$ cat config.mk
export PLATFORM = sky130hd
export DESIGN_NAME = needs_monitor
export DESIGN_NICKNAME = d
export VERILOG_FILES = /design/src/rtl/needs_pkg.sv /design/src/rtl/need_channel.sv /design/src/rtl/needs_monitor.sv
export SDC_FILE = /design/constraint.sdc
export NUM_CORES = 1
export LEC_CHECK = 0
export CORE_MARGIN = 5
export CORE_UTILIZATION = 47
export CTS_CLUSTER_SIZE = 8
export DETAILED_ROUTE_END_ITERATION = 8
export HOLD_SLACK_MARGIN = 0.06
export PLACE_DENSITY = 0.79
export SETUP_SLACK_MARGIN = 0.1
export SYNTH_ARGS = -nofsm -noshare
export SYNTH_HDL_FRONTEND = slang
export SYNTH_SLANG_ARGS = --single-unit
$ cat constraint.sdc
create_clock -name clk -period 2.2 [get_ports clk]
set_clock_uncertainty 0.2 [all_clocks]
set_input_delay 0.44 -clock clk [delete_from_list [all_inputs] [get_ports clk]]
set_output_delay 0.44 -clock clk [all_outputs]
set_load 0.01 [all_outputs]
$ cat src/rtl/needs_pkg.sv
// Shared constants for the need monitor: default parameters, need indices,
// and a helper that returns the critical (all-ones) level for a given width.
// Ports: none (package only).
package needs_pkg;

  // Default configuration for the six-need tamagotchi core.
  localparam int              NUM_NEEDS_DEF   = 6;
  localparam int              WIDTH_DEF       = 4;
  localparam int              WARN_LEVEL_DEF  = 12;
  localparam int              CLEAR_LEVEL_DEF = 9;
  localparam int              PERSIST_DEF     = 2;
  localparam logic [5:0]      FATAL_MASK_DEF  = 6'b011111;

  // Need channel indices; index 0 has the highest display priority.
  localparam int HUNGER    = 0;
  localparam int HAPPINESS = 1;
  localparam int HEALTH    = 2;
  localparam int HYGIENE   = 3;
  localparam int ENERGY    = 4;
  localparam int SOCIAL    = 5;

  // Critical level is the saturated counter value 2^width-1.
  function automatic int crit_level(input int width);
    return (1 << width) - 1;
  endfunction

endpackage

$ cat src/rtl/need_channel.sv
// One need channel: persistence counter plus a flag with warn/clear hysteresis.
// Latency: flag_o is registered; flag_next_o and rise_o are the same-cycle next state.
// Backpressure: none; a sample is evaluated on every cycle sample_i is high.
// Ports:
//   clk, rst         clock, asynchronous active-high reset
//   sample_i         evaluate level_i this cycle (already gated by the death state)
//   level_i          current need level, 0 = satisfied, all-ones = critical
//   kill_i           death entry: force the flag on and clear the counter
//   revive_i         clear flag and counter; overrides kill_i and sample_i
//   flag_o           registered flag
//   flag_next_o      flag value that will be registered on the next edge
//   rise_o           next-state strobe: this sample sets a flag that is currently 0
module need_channel #(
  parameter int WIDTH       = 4,
  parameter int WARN_LEVEL  = 12,
  parameter int CLEAR_LEVEL = 9,
  parameter int PERSIST     = 2
) (
  input  logic             clk,
  input  logic             rst,
  input  logic             sample_i,
  input  logic [WIDTH-1:0] level_i,
  input  logic             kill_i,
  input  logic             revive_i,
  output logic             flag_o,
  output logic             flag_next_o,
  output logic             rise_o
);

  localparam int               CW        = $clog2(PERSIST + 1);
  localparam logic [CW-1:0]    PERSIST_C = CW'(PERSIST);
  localparam logic [WIDTH-1:0] WARN_C    = WIDTH'(WARN_LEVEL);
  localparam logic [WIDTH-1:0] CLEAR_C   = WIDTH'(CLEAR_LEVEL);

  logic [CW-1:0] cnt_q, cnt_d;
  logic [CW-1:0] cnt_inc;
  logic          flag_q, flag_d;

  // Saturating increment: once at PERSIST the counter stays there while
  // the level remains at or above the warn threshold.
  assign cnt_inc = (cnt_q == PERSIST_C) ? cnt_q : cnt_q + 1'b1;

  always_comb begin
    cnt_d  = cnt_q;
    flag_d = flag_q;
    rise_o = 1'b0;
    if (revive_i) begin
      cnt_d  = '0;
      flag_d = 1'b0;
    end else if (kill_i) begin
      cnt_d  = '0;
      flag_d = 1'b1;
    end else if (sample_i) begin
      if (level_i >= WARN_C) begin
        cnt_d = cnt_inc;
        if (cnt_inc == PERSIST_C) begin
          flag_d = 1'b1;
        end
      end else if (level_i > CLEAR_C) begin
        // Hysteresis band: the run of qualifying samples is broken but
        // the flag keeps its current value.
        cnt_d = '0;
      end else begin
        cnt_d  = '0;
        flag_d = 1'b0;
      end
      rise_o = flag_d & ~flag_q;
    end
  end

  always_ff @(posedge clk or posedge rst) begin
    if (rst) begin
      cnt_q  <= '0;
      flag_q <= 1'b0;
    end else begin
      cnt_q  <= cnt_d;
      flag_q <= flag_d;
    end
  end

  assign flag_o      = flag_q;
  assign flag_next_o = flag_d;

endmodule

$ cat src/rtl/needs_monitor.sv
// Need evaluator: per-need filtered flags, latched death, priority top need, alert pulse.
// Latency: every output is registered; a sample is visible one cycle after its edge.
// Backpressure: none; samples are taken whenever sample_en is high.
// Ports:
//   clk, rst     clock, asynchronous active-high reset
//   sample_en    game tick; needs are evaluated only when high
//   levels       packed need levels, need i at [i*WIDTH +: WIDTH]
//   revive       clears death, flags and counters regardless of sample_en
//   need_flags   per-need active flags
//   dead         latched death state
//   top_need     lowest-index active flag (0 when none, 0 while dead)
//   top_valid    any flag active
//   alert        one-cycle pulse on a new flag or on entering death
module needs_monitor
  import needs_pkg::*;
#(
  parameter int                   NUM_NEEDS   = NUM_NEEDS_DEF,
  parameter int                   WIDTH       = WIDTH_DEF,
  parameter int                   WARN_LEVEL  = WARN_LEVEL_DEF,
  parameter int                   CLEAR_LEVEL = CLEAR_LEVEL_DEF,
  parameter int                   PERSIST     = PERSIST_DEF,
  parameter logic [NUM_NEEDS-1:0] FATAL_MASK  = FATAL_MASK_DEF
) (
  input  logic                         clk,
  input  logic                         rst,
  input  logic                         sample_en,
  input  logic [NUM_NEEDS*WIDTH-1:0]   levels,
  input  logic                         revive,
  output logic [NUM_NEEDS-1:0]         need_flags,
  output logic                         dead,
  output logic [$clog2(NUM_NEEDS)-1:0] top_need,
  output logic                         top_valid,
  output logic                         alert
);

  localparam int               TW     = $clog2(NUM_NEEDS);
  localparam logic [WIDTH-1:0] CRIT_C = WIDTH'(crit_level(WIDTH));

  logic [NUM_NEEDS-1:0] crit_hit;
  logic [NUM_NEEDS-1:0] flags_q;
  logic [NUM_NEEDS-1:0] flags_d;
  logic [NUM_NEEDS-1:0] rise;
  logic                 fatal;
  logic                 kill;
  logic                 chan_sample;

  logic                 dead_q, dead_d;
  logic [TW-1:0]        top_q, top_d;
  logic                 valid_q, valid_d;
  logic                 alert_q, alert_d;

  // A dead pet ignores samples entirely until revived.
  assign chan_sample = sample_en & ~dead_q;
  assign fatal       = chan_sample & (|crit_hit);
  // Revive beats a coincident fatal sample; the fatal level is simply
  // evaluated again on the next tick.
  assign kill        = fatal & ~revive;

  for (genvar i = 0; i < NUM_NEEDS; i++) begin : g_need
    assign crit_hit[i] = FATAL_MASK[i] && (levels[i*WIDTH +: WIDTH] == CRIT_C);

    need_channel #(
      .WIDTH      (WIDTH),
      .WARN_LEVEL (WARN_LEVEL),
      .CLEAR_LEVEL(CLEAR_LEVEL),
      .PERSIST    (PERSIST)
    ) u_chan (
      .clk        (clk),
      .rst        (rst),
      .sample_i   (chan_sample),
      .level_i    (levels[i*WIDTH +: WIDTH]),
      .kill_i     (kill),
      .revive_i   (revive),
      .flag_o     (flags_q[i]),
      .flag_next_o(flags_d[i]),
      .rise_o     (rise[i])
    );
  end

  assign dead_d = revive ? 1'b0 : (dead_q | fatal);

  // Priority encoder on the next-state flags so top_need lines up with
  // need_flags. While dead every flag is set, which naturally yields 0.
  always_comb begin
    top_d   = '0;
    valid_d = |flags_d;
    for (int i = NUM_NEEDS - 1; i >= 0; i--) begin
      if (flags_d[i]) begin
        top_d = TW'(i);
      end
    end
  end

  // Channel rise strobes are already suppressed under revive and kill, so
  // death entry is the only other source of an alert.
  assign alert_d = (|rise) | (dead_d & ~dead_q);

  always_ff @(posedge clk or posedge rst) begin
    if (rst) begin
      dead_q  <= 1'b0;
      top_q   <= '0;
      valid_q <= 1'b0;
      alert_q <= 1'b0;
    end else begin
      dead_q  <= dead_d;
      top_q   <= top_d;
      valid_q <= valid_d;
      alert_q <= alert_d;
    end
  end

  assign need_flags = flags_q;
  assign dead       = dead_q;
  assign top_need   = top_q;
  assign top_valid  = valid_q;
  assign alert      = alert_q;

endmodule

==> impl_results.md, run 1 <==
- Result of the run: finished clean
- Clk Tree Root Cell: clkbuf_4
- Async SR Flop Fraction: 1.00
- Standard-cell row count: 19
- Antenna diode count: 0
- Most common flop cell mapped by yosys: dfrtp_1
- Detailed router's first-iteration violation count: 63
- Count of yosys warnings during synthesis: 0
- Part of the Yosys area used for sequential elements: 0.438
- Total of flip-flops plus latches after synthesis: 24
- Syn-to-layout area delta: 54.4%
- Average wire per standard cell: 17.9 um
- Number of buffer cells added on primary ports: 38
- Final GP Congestion: 0.852
- Net count of the finished layout: 257
- Summed area of non-filler cells in the final layout: 2120 um^2
- Setup repair after global routing missed its margin: false
- TritonCTS buffer count: 3
- Peak VDD IR: 0.466 mV
- Clock sinks: 24
- Fmax: about 480 MHz
- Die span in x: 64.0 um
- Global route total overflow: 0
- Mapped Avg Cell Area: 9.07 um^2
- Final wirelength: 4520 um
- Share of the synthesized area in the top cell type: 0.438
- Setup CP Type: in -> reg
- Most common cell in the synthesized netlist: dfrtp_1
- Count of flip-flops with a built-in enable after synthesis: 0
- Least-Margin Pin Slew: 0.449 ns
- # fillers: 203
- Deepest level of the CTS H-tree: 1
- Ratio of routed vias to standard cells: 5.85
- DR pass1 iterations: 4
- Number of max-slew violations in the final report: 0
- Fraction of final layout cells with drive strength greater than 1: 0.243
- Leakage power: 0.00104 uW
- Largest fanout on the critical path: 6
- Via count: 1481
- Post-route ant nets: 0
- WP data required: 2.27 ns
- Post-route clock period utilization: 0.948
- Initial standard-cell utilization of the core: 0.493
- Shortest period the worst path allows: 2.09 ns
- Total area of sequential cells: 601 um^2
- Post-placement cell area: just over 2000 um^2
- Initial antenna violation count: 0
- Core Box Area: between 2000 and 3000 um^2
- HPWL reported at the end of detailed placement: ~3300 um
- Aggregate global-route resource usage: 0.222
- Final hold vios: 0
- CP arrival: 2.16 ns
- Count of cell types in the netlist: 38
- Synthesized area: 1370 um^2
- Number of I/O pins: 40
- Cell accounting for the most synthesized area: dfrtp_1
- Hold-fix buffers, CTS: 0
- Power density normalized to cell area: 483 nW/um^2
- Count of endpoints failing setup in the final report: 0
- Final Total Pwr: between 1000 and 1500 uW
- Maximum number of pins on one net before global-route repair: 25
- Clock latency on the worst-skew pair: 0.32 ns
- Class of the worst hold path: in -> async
- Synthesized Nets: 185
- Relative slew slack: 0.701
- Number of global-route vias before repair: ~1600
- Launching element type of the critical path: input port
- Top post-synthesis cells by count: dfrtp_1 (24), nand2_1 (16), inv_1 (14)
- DRC viols: 0
- CP Capture Type: flip-flop
- Clk buf depth: 2
- Global-route wire length before repair: 7130 um
- Area of the multi-input gates: 669 um^2
- Post-Synthesis Cells: 151
- Top post-synthesis cells by area: dfrtp_1 (44%), ha_1 (5.5%), nand2_1 (4.4%)
- Die extent in y: 64.0 um
- Worst reg2reg path depth: 6
- Max-cap viol count: 0
- CTS tree: yes
- Clock Pin Slew Worst Setup and Hold Paths: 0.14 ns
- Die ar.: 4090 um^2
[report_power, final]
group          switching (uW)  internal (uW)  leakage [uW]
sequential               17.3            464      0.000328
clock                     138            101     0.0000210
combinational             135            166      0.000692
[path summary, 6_finish.rpt]
check | slack (ns) | startpoint | endpoint
hold reg to reg | 0.29 | g_need[3].u_chan.cnt_q[1]$_DFFE_PP0P_ | g_need[3].u_chan.cnt_q[1]$_DFFE_PP0P_
hold / removal | 0.27 | rst | top_need[1]$_DFF_PP0_
setup reg to reg | 0.29 | g_need[4].u_chan.cnt_q[0]$_DFFE_PP0P_ | top_need[0]$_DFF_PP0_
max in group asynchronous | 1.29 | rst | g_need[2].u_chan.cnt_q[1]$_DFFE_PP0P_
setup / recovery | 0.11 | levels[18] | g_need[3].u_chan.cnt_q[0]$_DFFE_PP0P_
min in group clk | 0.29 | g_need[3].u_chan.cnt_q[1]$_DFFE_PP0P_ | g_need[3].u_chan.cnt_q[1]$_DFFE_PP0P_
[routing by layer]
| metal | up-vias | wire, um | GRT usage |
|---|---|---|---|
| li1 | 685 | - | - |
| met1 | 695 | 1680 | 0.251 |
| met2 | 74 | 2290 | 0.381 |
| met3 | 27 | 327 | 0.0578 |
| met4 | 0 | 224 | 0.114 |
| met5 | - | 0 | 0 |
[critical path, stage by stage]
cell	delay, ns
clkdlybuf4s50_1	0.43
nand2_2	0.11
o21ai_1	0.10
or3_4	0.39
buf_6	0.14
nor3_4	0.22
buf_6	0.15
a41o_1	0.17
[flip-flops by register name, indices dropped and copies added, names as in the netlist]
| register | count |
|---|---|
| g_need.u_chan.cnt_q | 12 |
| top_need | 3 |
| top_valid | 1 |
| dead | 1 |
| alert | 1 |
| g_need.u_chan.flag_o | 6 |
[cell families after synthesis]
logic type | Yosys count | share of synthesized area
and+or+nand+nor | 53 | 0.195
AOI/OAI and AO/OA | 43 | 0.220
buffers and inverters | 25 | 0.0913
DFF | 24 | 0.438
adders and majority gates | 6 | 0.0548
[cell usage in the layout, fill, tap and decap left out, types with 6 or more instances in the layout]
cell type | Yosys | routed
a21oi_1 | 7 | 6
buf_4 | 6 | 37
clkdlybuf4s50_1 | 0 | 31
dfrtp_1 | 24 | 24
dlymetal6s2s_1 | 0 | 7
ha_1 | 6 | 6
inv_1 | 14 | 14
nand2_1 | 16 | 15
nor2_1 | 10 | 10
o21ai_0 | 11 | 9
[what timing repair did]
| action | in CTS | in global routing |
|---|---|---|
| buffers inserted | 0 | 1 |
| setup endpoints to repair | 5 | 9 |
| pin swaps | 1 | 7 |
| resized for setup | 2 | 15 |
[final cells by class]
type	count	area share
clock buffer	4	0.0171
timing repair buffer	78	0.339
inverter	14	0.0248
sequential	24	0.284
multi-input combinational	102	0.316
tap	31	0.0183
[stage by stage]
| stage | setup slack (ns) | hold WS (ns) | instances | TNS, ns | util |
|---|---|---|---|---|---|
| global route | 0.0939 | 0.300 | 253 | 0 | 0.761 |
| detailed placement | -0.303 | 0.266 | 248 | -2.58 | 0.727 |
| finish | 0.115 | 0.271 | 253 | 0 | 0.761 |
| global placement | -0.234 | 0.254 | 248 | -1.92 | 0.727 |
| CTS | 0.102 | 0.283 | 252 | 0 | 0.742 |
| floorplan | 0.140 | 0.239 | 151 | 0 | - |
No activity file was read; power rests on OpenSTA's default activity.
==> inputs of run 2 (changes only) <==
Settings changed: SETUP_SLACK_MARGIN 0.1 to 0.3.
==> run 2 against run 1 <==
Net effect:
- register-to-register slack better by 0.02 ns
- hold slack worse by 0.020 ns
- core utilization up 7.6 points
- die area unchanged
- sequential power down 1%
- global-route usage up 3.0 points
- clock power up 40%
==> impl_results.md, run 2 (synthesized netlist as in run 1, its figures left out) <==
- Global-route wire length before repair: 8080 um (+13%)
- Least-Margin Pin Slew: 0.341 ns (-0.108 ns)
- Commonest non-fill, non-tap cells in the layout: buf_4 (52), dfrtp_1 (23), nand2_1 (15), inv_1 (13), clkdlybuf4s15_1 (13)
- Largest fanout on the critical path: 2 (-4)
- Power density normalized to cell area: 495 nW/um^2 (+2.5%)
- DRC viols: 0 (unchanged)
- Number of I/O pins: 40 (unchanged)
- Relative slew slack: 0.773 (+0.0719)
- Clock latency on the worst-skew pair: 0.33 ns (about the same)
- Setup CP Type: in -> reg
- Summed area of non-filler cells in the final layout: 2330 um^2 (+10%)
- Via count: 1629 (+10%)
- Maximum number of pins on one net before global-route repair: 25 (unchanged)
- Die extent in y: 64.0 um (unchanged)
- Final GP Congestion: 0.849 (-0.35%)
- Global route total overflow: 0 (unchanged)
- CP Capture Type: flip-flop
- Post-route clock period utilization: 0.892 (-0.0559)
- Register-to-Register Setup Slack: 0.31 ns (+0.02 ns)
- Initial standard-cell utilization of the core: 0.493 (unchanged)
- Total area of sequential cells: 602 um^2 (+0.21%)
- Count of endpoints failing setup in the final report: 0 (unchanged)
- Syn-to-layout area delta: 69.9%
- CP arrival: 2.01 ns (-0.15 ns)
- Clk Tree Root Cell: clkbuf_4
- TritonCTS buffer count: 3 (unchanged)
- Die ar.: 4090 um^2 (unchanged)
- WP data required: 2.25 ns (-0.02 ns)
- Initial antenna violation count: 0 (unchanged)
- Clk buf depth: 2 (unchanged)
- Shortest period the worst path allows: 1.96 ns (-0.123 ns)
- Class of the worst hold path: in -> async
- Clock Pin Slew Worst Setup and Hold Paths: 0.15 ns (about the same)
- Net count of the finished layout: 273 (+6.2%)
- HPWL reported at the end of detailed placement: 3190 um (-4.7%)
- Antenna diode count: 0 (unchanged)
- Final hold vios: 0 (unchanged)
- Average wire per standard cell: 19.4 um (+8.8%)
- Launching element type of the critical path: input port
- Leakage power: 0.00124 uW (+19%)
- Detailed router's first-iteration violation count: 125 (+98%)
- DR pass1 iterations: 4 (unchanged)
- Top reg by flops: g_need.u_chan.cnt_q
- Aggregate global-route resource usage: 0.252 (+0.0299)
- Number of global-route vias before repair: 1669 (+4.9%)
- Ratio of routed vias to standard cells: 6.06 (+3.5%)
- Number of flip-flops under the largest register name: 12 (unchanged)
- Result of the run: finished clean
- Area of the multi-input gates: 752 um^2 (+12%)
- # fillers: 157 (-23%)
- Number of max-slew violations in the final report: 0 (unchanged)
- Post-route ant nets: 0 (unchanged)
- Post-placement cell area: 2040 um^2 (+0.68%)
- Core Box Area: 2780 um^2 (unchanged)
- Number of buffer cells added on primary ports: 38 (unchanged)
- Hold-fix buffers, CTS: 0 (unchanged)
- Peak VDD IR: 0.562 mV (+20%)
- CTS tree: yes
- Final Total Pwr: 1150 uW (+13%)
- Setup repair after global routing missed its margin: true
- Max-cap viol count: 0 (unchanged)
- Clock sinks: 24 (unchanged)
- Commonest non-fill, non-tap cell in the layout: buf_4
- Fmax: 510 MHz (+6.3%)
- Die span in x: 64.0 um (unchanged)
- Final wirelength: 5230 um (+16%)
- Deepest level of the CTS H-tree: 1 (unchanged)
- Fraction of final layout cells with drive strength greater than 1: 0.353 (+0.110)
- Standard-cell row count: 19 (unchanged)
-- run 2: through the flow --
| step | instances | utilization | hold WS [ns] | TNS, ns | setup slack (ns) |
|---|---|---|---|---|---|
| final | 269 | 0.837 | 0.251 | 0 | 0.238 |
| after global routing | 269 | 0.837 | 0.297 | 0 | 0.217 |
| after CTS | 264 | 0.791 | 0.259 | 0 | 0.303 |
| after detailed placement | 249 | 0.732 | 0.259 | -2.33 | -0.220 |
| after global placement | 249 | 0.732 | 0.254 | -1.75 | -0.183 |
| after floorplan | 151 | - | 0.239 | 0 | 0.235 |
-- run 2: final cells by class --
class / instances / share of cell area
clock inverters: 1 / 0.0129
clock buffers: 3 / 0.00968
well taps: 31 / 0.0167
inverters: 14 / 0.0226
flip-flops and latches: 24 / 0.259
repair buffers: 94 / 0.356
multi-input cells: 102 / 0.323
-- run 2: metal layers --
metal	wire length [um]	track usage
met5	0	0
met4	209	0.109
met3	387	0.0543
met2	2650	0.437
met1	1990	0.296
-- run 2: final timing paths --
path                                                             from  depth (start not counted)                                     to
worst max-delay path                                       levels[14]                          6                  top_need[0]$_DFF_PP0_
worst min register to register  g_need[5].u_chan.cnt_q[1]$_DFFE_PP0P_                          1  g_need[5].u_chan.cnt_q[1]$_DFFE_PP0P_
worst max register to register  g_need[3].u_chan.cnt_q[0]$_DFFE_PP0P_                          8                  top_need[2]$_DFF_PP0_
max in group asynchronous                                         rst                          3      g_need[5].u_chan.flag_o$_DFF_PP0_
worst min-delay path                                              rst                          3                  top_need[1]$_DFF_PP0_
min in group clk                g_need[5].u_chan.cnt_q[1]$_DFFE_PP0P_                          1  g_need[5].u_chan.cnt_q[1]$_DFFE_PP0P_
-- run 2: repair_timing --
item	in CTS	in global routing
hold endpoints to repair	0	0
resized for setup	40	33
pin swaps	15	11
buffers inserted	11	5
setup endpoints to repair	20	18
-- run 2: where the power goes --
part / total, uW / switching [uW] / internal, uW
combinational: 341 / 163 / 178
clock: 335 / 151 / 184
sequential: 475 / 10.7 / 465
total: 1150 / 325 / 828
-- run 2: worst max-delay path, stage by stage --
cell and delay [ns]:
clkdlybuf4s15_1 0.20, nand4_1 0.14, nand2_1 0.11, or3_4 0.43
a2111o_1 0.40, a311oi_2 0.29
